==> src/rtl/coderom_pkg.sv <==
// coderom_pkg: shared definitions for the code ROM arbiter.
//   - state_t  : access sequencer states
//   - BANK_W / WADDR_W / DATA_W : ROM geometry (4 x 8K x 16)
//   - bank_ce_n: bank number to active-low one-cold bank enable
package coderom_pkg;

  localparam int unsigned BANK_W  = 2;
  localparam int unsigned WADDR_W = 13;
  localparam int unsigned DATA_W  = 16;
  localparam int unsigned NBANK   = 1 << BANK_W;

  typedef enum logic [1:0] {
    IDLE,
    ISSUE,
    CAPTURE,
    DONE
  } state_t;

  function automatic logic [NBANK-1:0] bank_ce_n(input logic [BANK_W-1:0] bank);
    logic [NBANK-1:0] ce;
    ce       = '1;
    ce[bank] = 1'b0;
    return ce;
  endfunction

endpackage

==> src/rtl/coderom_sum.sv <==
// coderom_sum: 16-bit modulo checksum of DBG read data.
//   clk, reset_n : clock, asynchronous active-low reset
//   clr          : synchronous clear, wins over a coincident add
//   add          : accumulate din at this edge
//   din          : data being completed to the DBG port
//   sum          : running checksum
module coderom_sum
  import coderom_pkg::*;
(
  input  logic              clk,
  input  logic              reset_n,
  input  logic              clr,
  input  logic              add,
  input  logic [DATA_W-1:0] din,
  output logic [DATA_W-1:0] sum
);

  always_ff @(posedge clk or negedge reset_n) begin
    if (!reset_n) begin
      sum <= '0;
    end else if (clr) begin
      sum <= '0;
    end else if (add) begin
      sum <= sum + din;
    end
  end

endmodule

==> src/rtl/coderom_arb.sv <==
// coderom_arb: two-port arbiter and access sequencer for the code ROM.
// Each access runs IDLE -> ISSUE -> CAPTURE -> DONE (ack) -> IDLE.
//   clk, reset_n          : clock, asynchronous active-low reset
//   cpu_req/addr/ack/data : 68000 fetch port (addr = {bank, word})
//   dbg_req/addr/ack/data : debug / self-test read port
//   rom_a, rom_ce_n, rom_q: ROM word address, active-low bank enables, data
//   busy                  : sequencer not in IDLE
//   sum_clr, sum          : DBG checksum, present when CODEROM_SUM_EN is defined
// Parameter STARVE_MAX: CPU grants allowed while DBG waits before DBG is forced.
module coderom_arb
  import coderom_pkg::*;
#(
  parameter int unsigned STARVE_MAX = 4
) (
  input  logic                      clk,
  input  logic                      reset_n,
  input  logic                      cpu_req,
  input  logic [BANK_W+WADDR_W-1:0] cpu_addr,
  output logic                      cpu_ack,
  output logic [DATA_W-1:0]         cpu_data,
  input  logic                      dbg_req,
  input  logic [BANK_W+WADDR_W-1:0] dbg_addr,
  output logic                      dbg_ack,
  output logic [DATA_W-1:0]         dbg_data,
  output logic [WADDR_W-1:0]        rom_a,
  output logic [NBANK-1:0]          rom_ce_n,
  input  logic [DATA_W-1:0]         rom_q,
  output logic                      busy,
  input  logic                      sum_clr,
  output logic [DATA_W-1:0]         sum
);

  localparam logic [2:0] SMAX = 3'(STARVE_MAX);

  state_t                    state_q, state_d;
  logic                      owner_dbg_q;
  logic [2:0]                starve_q;
  logic                      any_req, grant_dbg;
  logic [BANK_W+WADDR_W-1:0] sel_addr;
  logic [WADDR_W-1:0]        rom_a_d;
  logic [NBANK-1:0]          ce_d;
  logic                      busy_d, cpu_ack_d, dbg_ack_d;

  assign any_req   = cpu_req | dbg_req;
  assign grant_dbg = ~cpu_req | (starve_q == SMAX);
  assign sel_addr  = grant_dbg ? dbg_addr : cpu_addr;

  // State and registered outputs. rom_a / rom_ce_n double as the latched
  // address and bank, so no separate address register is kept.
  always_ff @(posedge clk or negedge reset_n) begin
    if (!reset_n) begin
      state_q     <= IDLE;
      owner_dbg_q <= 1'b0;
      rom_a       <= '0;
      rom_ce_n    <= '1;
      busy        <= 1'b0;
      cpu_ack     <= 1'b0;
      dbg_ack     <= 1'b0;
    end else begin
      state_q  <= state_d;
      rom_a    <= rom_a_d;
      rom_ce_n <= ce_d;
      busy     <= busy_d;
      cpu_ack  <= cpu_ack_d;
      dbg_ack  <= dbg_ack_d;
      if (state_q == IDLE && any_req) begin
        owner_dbg_q <= grant_dbg;
      end
    end
  end

  always_comb begin
    state_d = state_q;
    case (state_q)
      IDLE:    if (any_req) state_d = ISSUE;
      ISSUE:   state_d = CAPTURE;
      CAPTURE: state_d = DONE;
      DONE:    state_d = IDLE;
      default: state_d = IDLE;
    endcase
  end

  // Next values of the registered outputs, keyed on the state being entered.
  always_comb begin
    rom_a_d   = rom_a;
    ce_d      = '1;
    case (state_d)
      ISSUE: begin
        rom_a_d = sel_addr[WADDR_W-1:0];
        ce_d    = bank_ce_n(sel_addr[BANK_W+WADDR_W-1:WADDR_W]);
      end
      CAPTURE: ce_d = rom_ce_n;
      default: ;
    endcase
    busy_d    = (state_d != IDLE);
    cpu_ack_d = (state_d == DONE) & ~owner_dbg_q;
    dbg_ack_d = (state_d == DONE) &  owner_dbg_q;
  end

  always_ff @(posedge clk or negedge reset_n) begin
    if (!reset_n) begin
      starve_q <= '0;
    end else if (state_q == IDLE) begin
      if (!dbg_req || (any_req && grant_dbg)) begin
        starve_q <= '0;
      end else if (starve_q != SMAX) begin
        starve_q <= starve_q + 3'd1;
      end
    end
  end

  always_ff @(posedge clk or negedge reset_n) begin
    if (!reset_n) begin
      cpu_data <= '0;
      dbg_data <= '0;
    end else if (state_q == CAPTURE) begin
      if (owner_dbg_q) dbg_data <= rom_q;
      else             cpu_data <= rom_q;
    end
  end

`ifdef CODEROM_SUM_EN
  logic sum_add;
  assign sum_add = (state_q == CAPTURE) & owner_dbg_q;

  coderom_sum u_sum (
    .clk     (clk),
    .reset_n (reset_n),
    .clr     (sum_clr),
    .add     (sum_add),
    .din     (rom_q),
    .sum     (sum)
  );
`else
  logic unused_sum_clr;
  assign unused_sum_clr = sum_clr;
  assign sum            = '0;
`endif

endmodule

==> config.mk <==
export PLATFORM = sky130hd
export DESIGN_NAME = coderom_arb
export DESIGN_NICKNAME = d
export VERILOG_FILES = /design/src/rtl/coderom_pkg.sv /design/src/rtl/coderom_sum.sv /design/src/rtl/coderom_arb.sv
export SDC_FILE = /design/constraint.sdc
export NUM_CORES = 1
export LEC_CHECK = 0
export ABC_AREA = 1
export ABC_CLOCK_PERIOD_IN_PS = 2800
export CORE_UTILIZATION = 38
export DETAILED_ROUTE_END_ITERATION = 10
export PLACE_DENSITY_LB_ADDON = 0.12
export SETUP_SLACK_MARGIN = 0.4
export SLEW_MARGIN = 5
export SYNTH_ARGS = -nofsm -noshare
export SYNTH_HDL_FRONTEND = slang
export SYNTH_SLANG_ARGS = --single-unit
==> constraint.sdc <==
create_clock -name clk -period 2.8 [get_ports clk]
set_input_delay 0.28 -clock clk [delete_from_list [all_inputs] [get_ports clk]]
set_output_delay 0.28 -clock clk [all_outputs]
set_load 0.05 [all_outputs]
==> run metrics <==
outcome=completed; clock buffer depth=2; hold violation total from the final report=0; count of hold buffers inserted by post-cts repair=1; number of detailed-routing iterations run before antenna repair=6; global-route wire length before repair=approximately 10 mm; Gates resized, CTS repair=0; fraction of layout instances using a drive strength above 1=0.0863; WL per Instance=11.3 um; number of cells in the finished layout apart from fillers=slightly above 500; maximum number of pins on one net before global-route repair=36; summed negative setup slack over all endpoints=0 ns; number of placed I/O pins=between 100 and 150; placed cell count=between 400 and 500; Sw Pwr=about 2700 uW; busiest metal layer after global routing=met2; M2 GR Usage=0.268; count of state elements after synthesis=58; static power due to leakage=just under 0.002 uW; final-report max-slew violation count=0; wire length after detailed routing=approximately 5.8 mm; Syn Std Cell Area=~2700 um^2; post-CTS setup buffer count=0; power after layout=between 5000 and 6000 uW; post-route ant nets=0; post-layout utilization of the core=0.575; met3 routing resource usage after global routing=0.0571; number of cells produced by synthesis=310; clock latency reported for the late side of the worst-skew pair=roughly 0.32 ns; total overflow reported by the global router=0; Arr. time, crit path=~2.2 ns; Internal Dissipation=around 2700 uW; Post-route DRC=0; number of warnings issued by yosys=0; critical path required time=between 3 and 4 ns; Worst Max-Slew Pin Slew=approximately 0.94 ns; number of buffers created by CTS=9; final setup violation count=0; Sequential cell area=~1500 um^2; clock share of power=0.156; area growth from synthesis to layout=45.1%; crit-path max FO=15; Tightest Hold Check Type=input pin to async pin; area of the multi-input gates=roughly 1000 um^2; maximum clock frequency=slightly above 500 MHz; relative contribution of sequential cells to total power=0.270; Total Routing Usage GR=0.169; CTS Root Buffer Type=sky130_fd_sc_hd__clkbuf_8; share of the clock period used by the worst path after layout=0.706; Worst R2R End=rom_ce_n[0]$_DFFE_PN1P_; Worst R2R Path Depth=6; Startpoint Class=flip-flop; Post-Syn Area per Cell=slightly below 9 um^2; net count of the finished layout=470; Placer Congestion=between 0.7 and 0.8; post-detail-place hpwl=approximately 4.2 mm; clock tree from TritonCTS=built; unrepaired setup endpoints after global routing=no; sequential share of the synthesized area=0.538; number of diodes added for antenna fixing=0; met1 Track Usage GR=0.214; Die Area=7470 um^2; drt initial violations=54; via density per instance=4.31; CTS Sinks=between 50 and 60; overall via count from detail_route=2,209; Max-Cap Viols=0; Die Wd=slightly below 90 um; worst slew margin relative to its limit=0.371; port bufs=approximately 100; final critical delay including setup and external delays=1.98 ns; endpoint kind of the worst setup timing path=flip-flop; Fin Clk Skew=approximately 0.0093 ns; vias in the first global route=between 2,000 and 2,500; reg-to-reg setup timing slack=0.82 ns; worst-case hold slack=0.481 ns; Filler Cell Count=~640; power per unit of standard cell area=1380 nW/um^2; classification of the worst setup path=flip-flop to flip-flop; CTS H-tree depth=3; fraction of power spent switching nets=0.493; VDD IR-drop max=~0.61 mV; Gate power share=0.575; clock-pin slew of the registers on the worst-case setup and hold paths=0.07 ns; number of antenna violations at the first check in global routing=0; synth unique cells=24; starting density of the core=0.397; Worst R2R Start=state_q[0]$_DFF_PN0_; floorplan core area=between 6000 and 7000 um^2; Vert. Die Dim=around 86 um; floorplan row count=30
==> kinds of logic after synthesis <==
group                      Yosys count  synth area share
AOI/OAI and AO/OA                   42            0.0785
xor gates and xnor gates             1           0.00323
adders and majority gates            7            0.0323
buffers and inverters               57             0.115
DFF                                 58             0.538
other                                1           0.00138
and+or+nand+nor                    144             0.231
==> registers in the layout (all words and copies together) (netlist names) <==
register,cells
busy,1
cpu_ack,1
cpu_data,16
dbg_ack,1
dbg_data,16
owner_dbg_q,1
rom_a,13
rom_ce_n,4
starve_q,3
state_q,2
==> power by group through the flow <==
stage | sequential [uW] | clock [uW] | combinational [uW]
CTS | 1460 | 867 | 3140
floorplan | 2680 | 0 | 1010
detailed placement | 1470 | 0 | 3130
global placement | 1450 | 0 | 3110
finish | 1460 | 841 | 3110
global route | 1510 | 901 | 3340
==> layout make-up <==
| cell class | instances | share of cell area |
|---|---|---|
| clock buffers | 11 | 0.0360 |
| clock inverters | 5 | 0.0197 |
| inverters | 29 | 0.0277 |
| multi-input cells | 210 | 0.253 |
| flip-flops and latches | 58 | 0.370 |
| well taps | 96 | 0.0306 |
| repair buffers | 104 | 0.262 |
==> critical path: stages, from the launching register on <==
cell and delay, ns:
sky130_fd_sc_hd__dfrtp_1 0.40, sky130_fd_sc_hd__inv_1 0.13, sky130_fd_sc_hd__ha_1 0.29, sky130_fd_sc_hd__or2_1 0.15, sky130_fd_sc_hd__nand3_1 0.48, sky130_fd_sc_hd__nor2_1 0.34
sky130_fd_sc_hd__a21oi_1 0.10
==> worst max path at each step <==
stage | start | cells past startpoint | end
after CTS | state_q[0]$_DFF_PN0_ | 6 | rom_ce_n[0]$_DFFE_PN1P_
after floorplan | state_q[0]$_DFF_PN0_ | 8 | rom_a[10]$_DFFE_PN0N_
after global placement | cpu_req | 6 | rom_ce_n[2]$_DFFE_PN1P_
after detailed placement | cpu_req | 6 | rom_ce_n[0]$_DFFE_PN1P_
after global routing | state_q[0]$_DFF_PN0_ | 6 | rom_ce_n[0]$_DFFE_PN1P_
final | state_q[0]$_DFF_PN0_ | 6 | rom_ce_n[0]$_DFFE_PN1P_
==> synth_stat cells <==
library cell | count | area share
sky130_fd_sc_hd__buf_6 | 2 | 0.0083
sky130_fd_sc_hd__nor2_2 | 1 | 0.0023
sky130_fd_sc_hd__nand2_2 | 1 | 0.0023
sky130_fd_sc_hd__buf_2 | 3 | 0.0055
sky130_fd_sc_hd__nor2_1 | 10 | 0.014
sky130_fd_sc_hd__clkbuf_1 | 5 | 0.0069
sky130_fd_sc_hd__a21oi_1 | 5 | 0.0092
sky130_fd_sc_hd__buf_4 | 17 | 0.047
sky130_fd_sc_hd__nand2_1 | 110 | 0.15
sky130_fd_sc_hd__dfrtp_1 | 54 | 0.50
sky130_fd_sc_hd__nand3b_1 | 1 | 0.0028
sky130_fd_sc_hd__and2_4 | 1 | 0.0032
sky130_fd_sc_hd__conb_1 | 1 | 0.0014
sky130_fd_sc_hd__inv_2 | 2 | 0.0028
sky130_fd_sc_hd__or2_1 | 2 | 0.0046
sky130_fd_sc_hd__o21ai_0 | 36 | 0.067
sky130_fd_sc_hd__nand3_2 | 9 | 0.033
sky130_fd_sc_hd__dfstp_2 | 4 | 0.039
sky130_fd_sc_hd__inv_1 | 27 | 0.037
sky130_fd_sc_hd__buf_12 | 1 | 0.0074
sky130_fd_sc_hd__xnor2_1 | 1 | 0.0032
sky130_fd_sc_hd__ha_1 | 7 | 0.032
sky130_fd_sc_hd__o21a_1 | 1 | 0.0028
sky130_fd_sc_hd__nand3_1 | 9 | 0.017
==> stage by stage <==
step | worst slack, ns | area, um^2
final | 0.822 | 3930
after global routing | 0.632 | 3930
after CTS | 0.803 | 3930
after detailed placement | 0.764 | 3700
after global placement | 0.782 | 3700
after floorplan | 1.25 | 2770
==> metal layers <==
layer,vias to the layer above,wire (um)
li1,1134,-
met1,976,2650
met2,92,2630
met3,7,493
met4,0,48
met5,-,0
==> placed cells by master (no fill, tap or decap), types with 2 or more instances in the layout <==
cell type,Yosys,layout
sky130_fd_sc_hd__nand3_1,9,9
sky130_fd_sc_hd__dfrtp_1,54,54
sky130_fd_sc_hd__nor2_1,10,10
sky130_fd_sc_hd__inv_1,27,27
sky130_fd_sc_hd__bufinv_16,0,2
sky130_fd_sc_hd__clkbuf_8,0,10
sky130_fd_sc_hd__ha_1,7,7
sky130_fd_sc_hd__dfstp_2,4,4
sky130_fd_sc_hd__buf_4,17,2
sky130_fd_sc_hd__clkdlybuf4s50_1,0,100
sky130_fd_sc_hd__a21oi_1,5,5
sky130_fd_sc_hd__clkinv_2,0,2
sky130_fd_sc_hd__nand3_2,9,9
sky130_fd_sc_hd__nand2_1,110,110
sky130_fd_sc_hd__o21ai_0,36,36
sky130_fd_sc_hd__inv_2,2,2
sky130_fd_sc_hd__or2_1,2,2
sky130_fd_sc_hd__conb_1,1,16
Note: power is estimated with default switching activity, not from simulation.
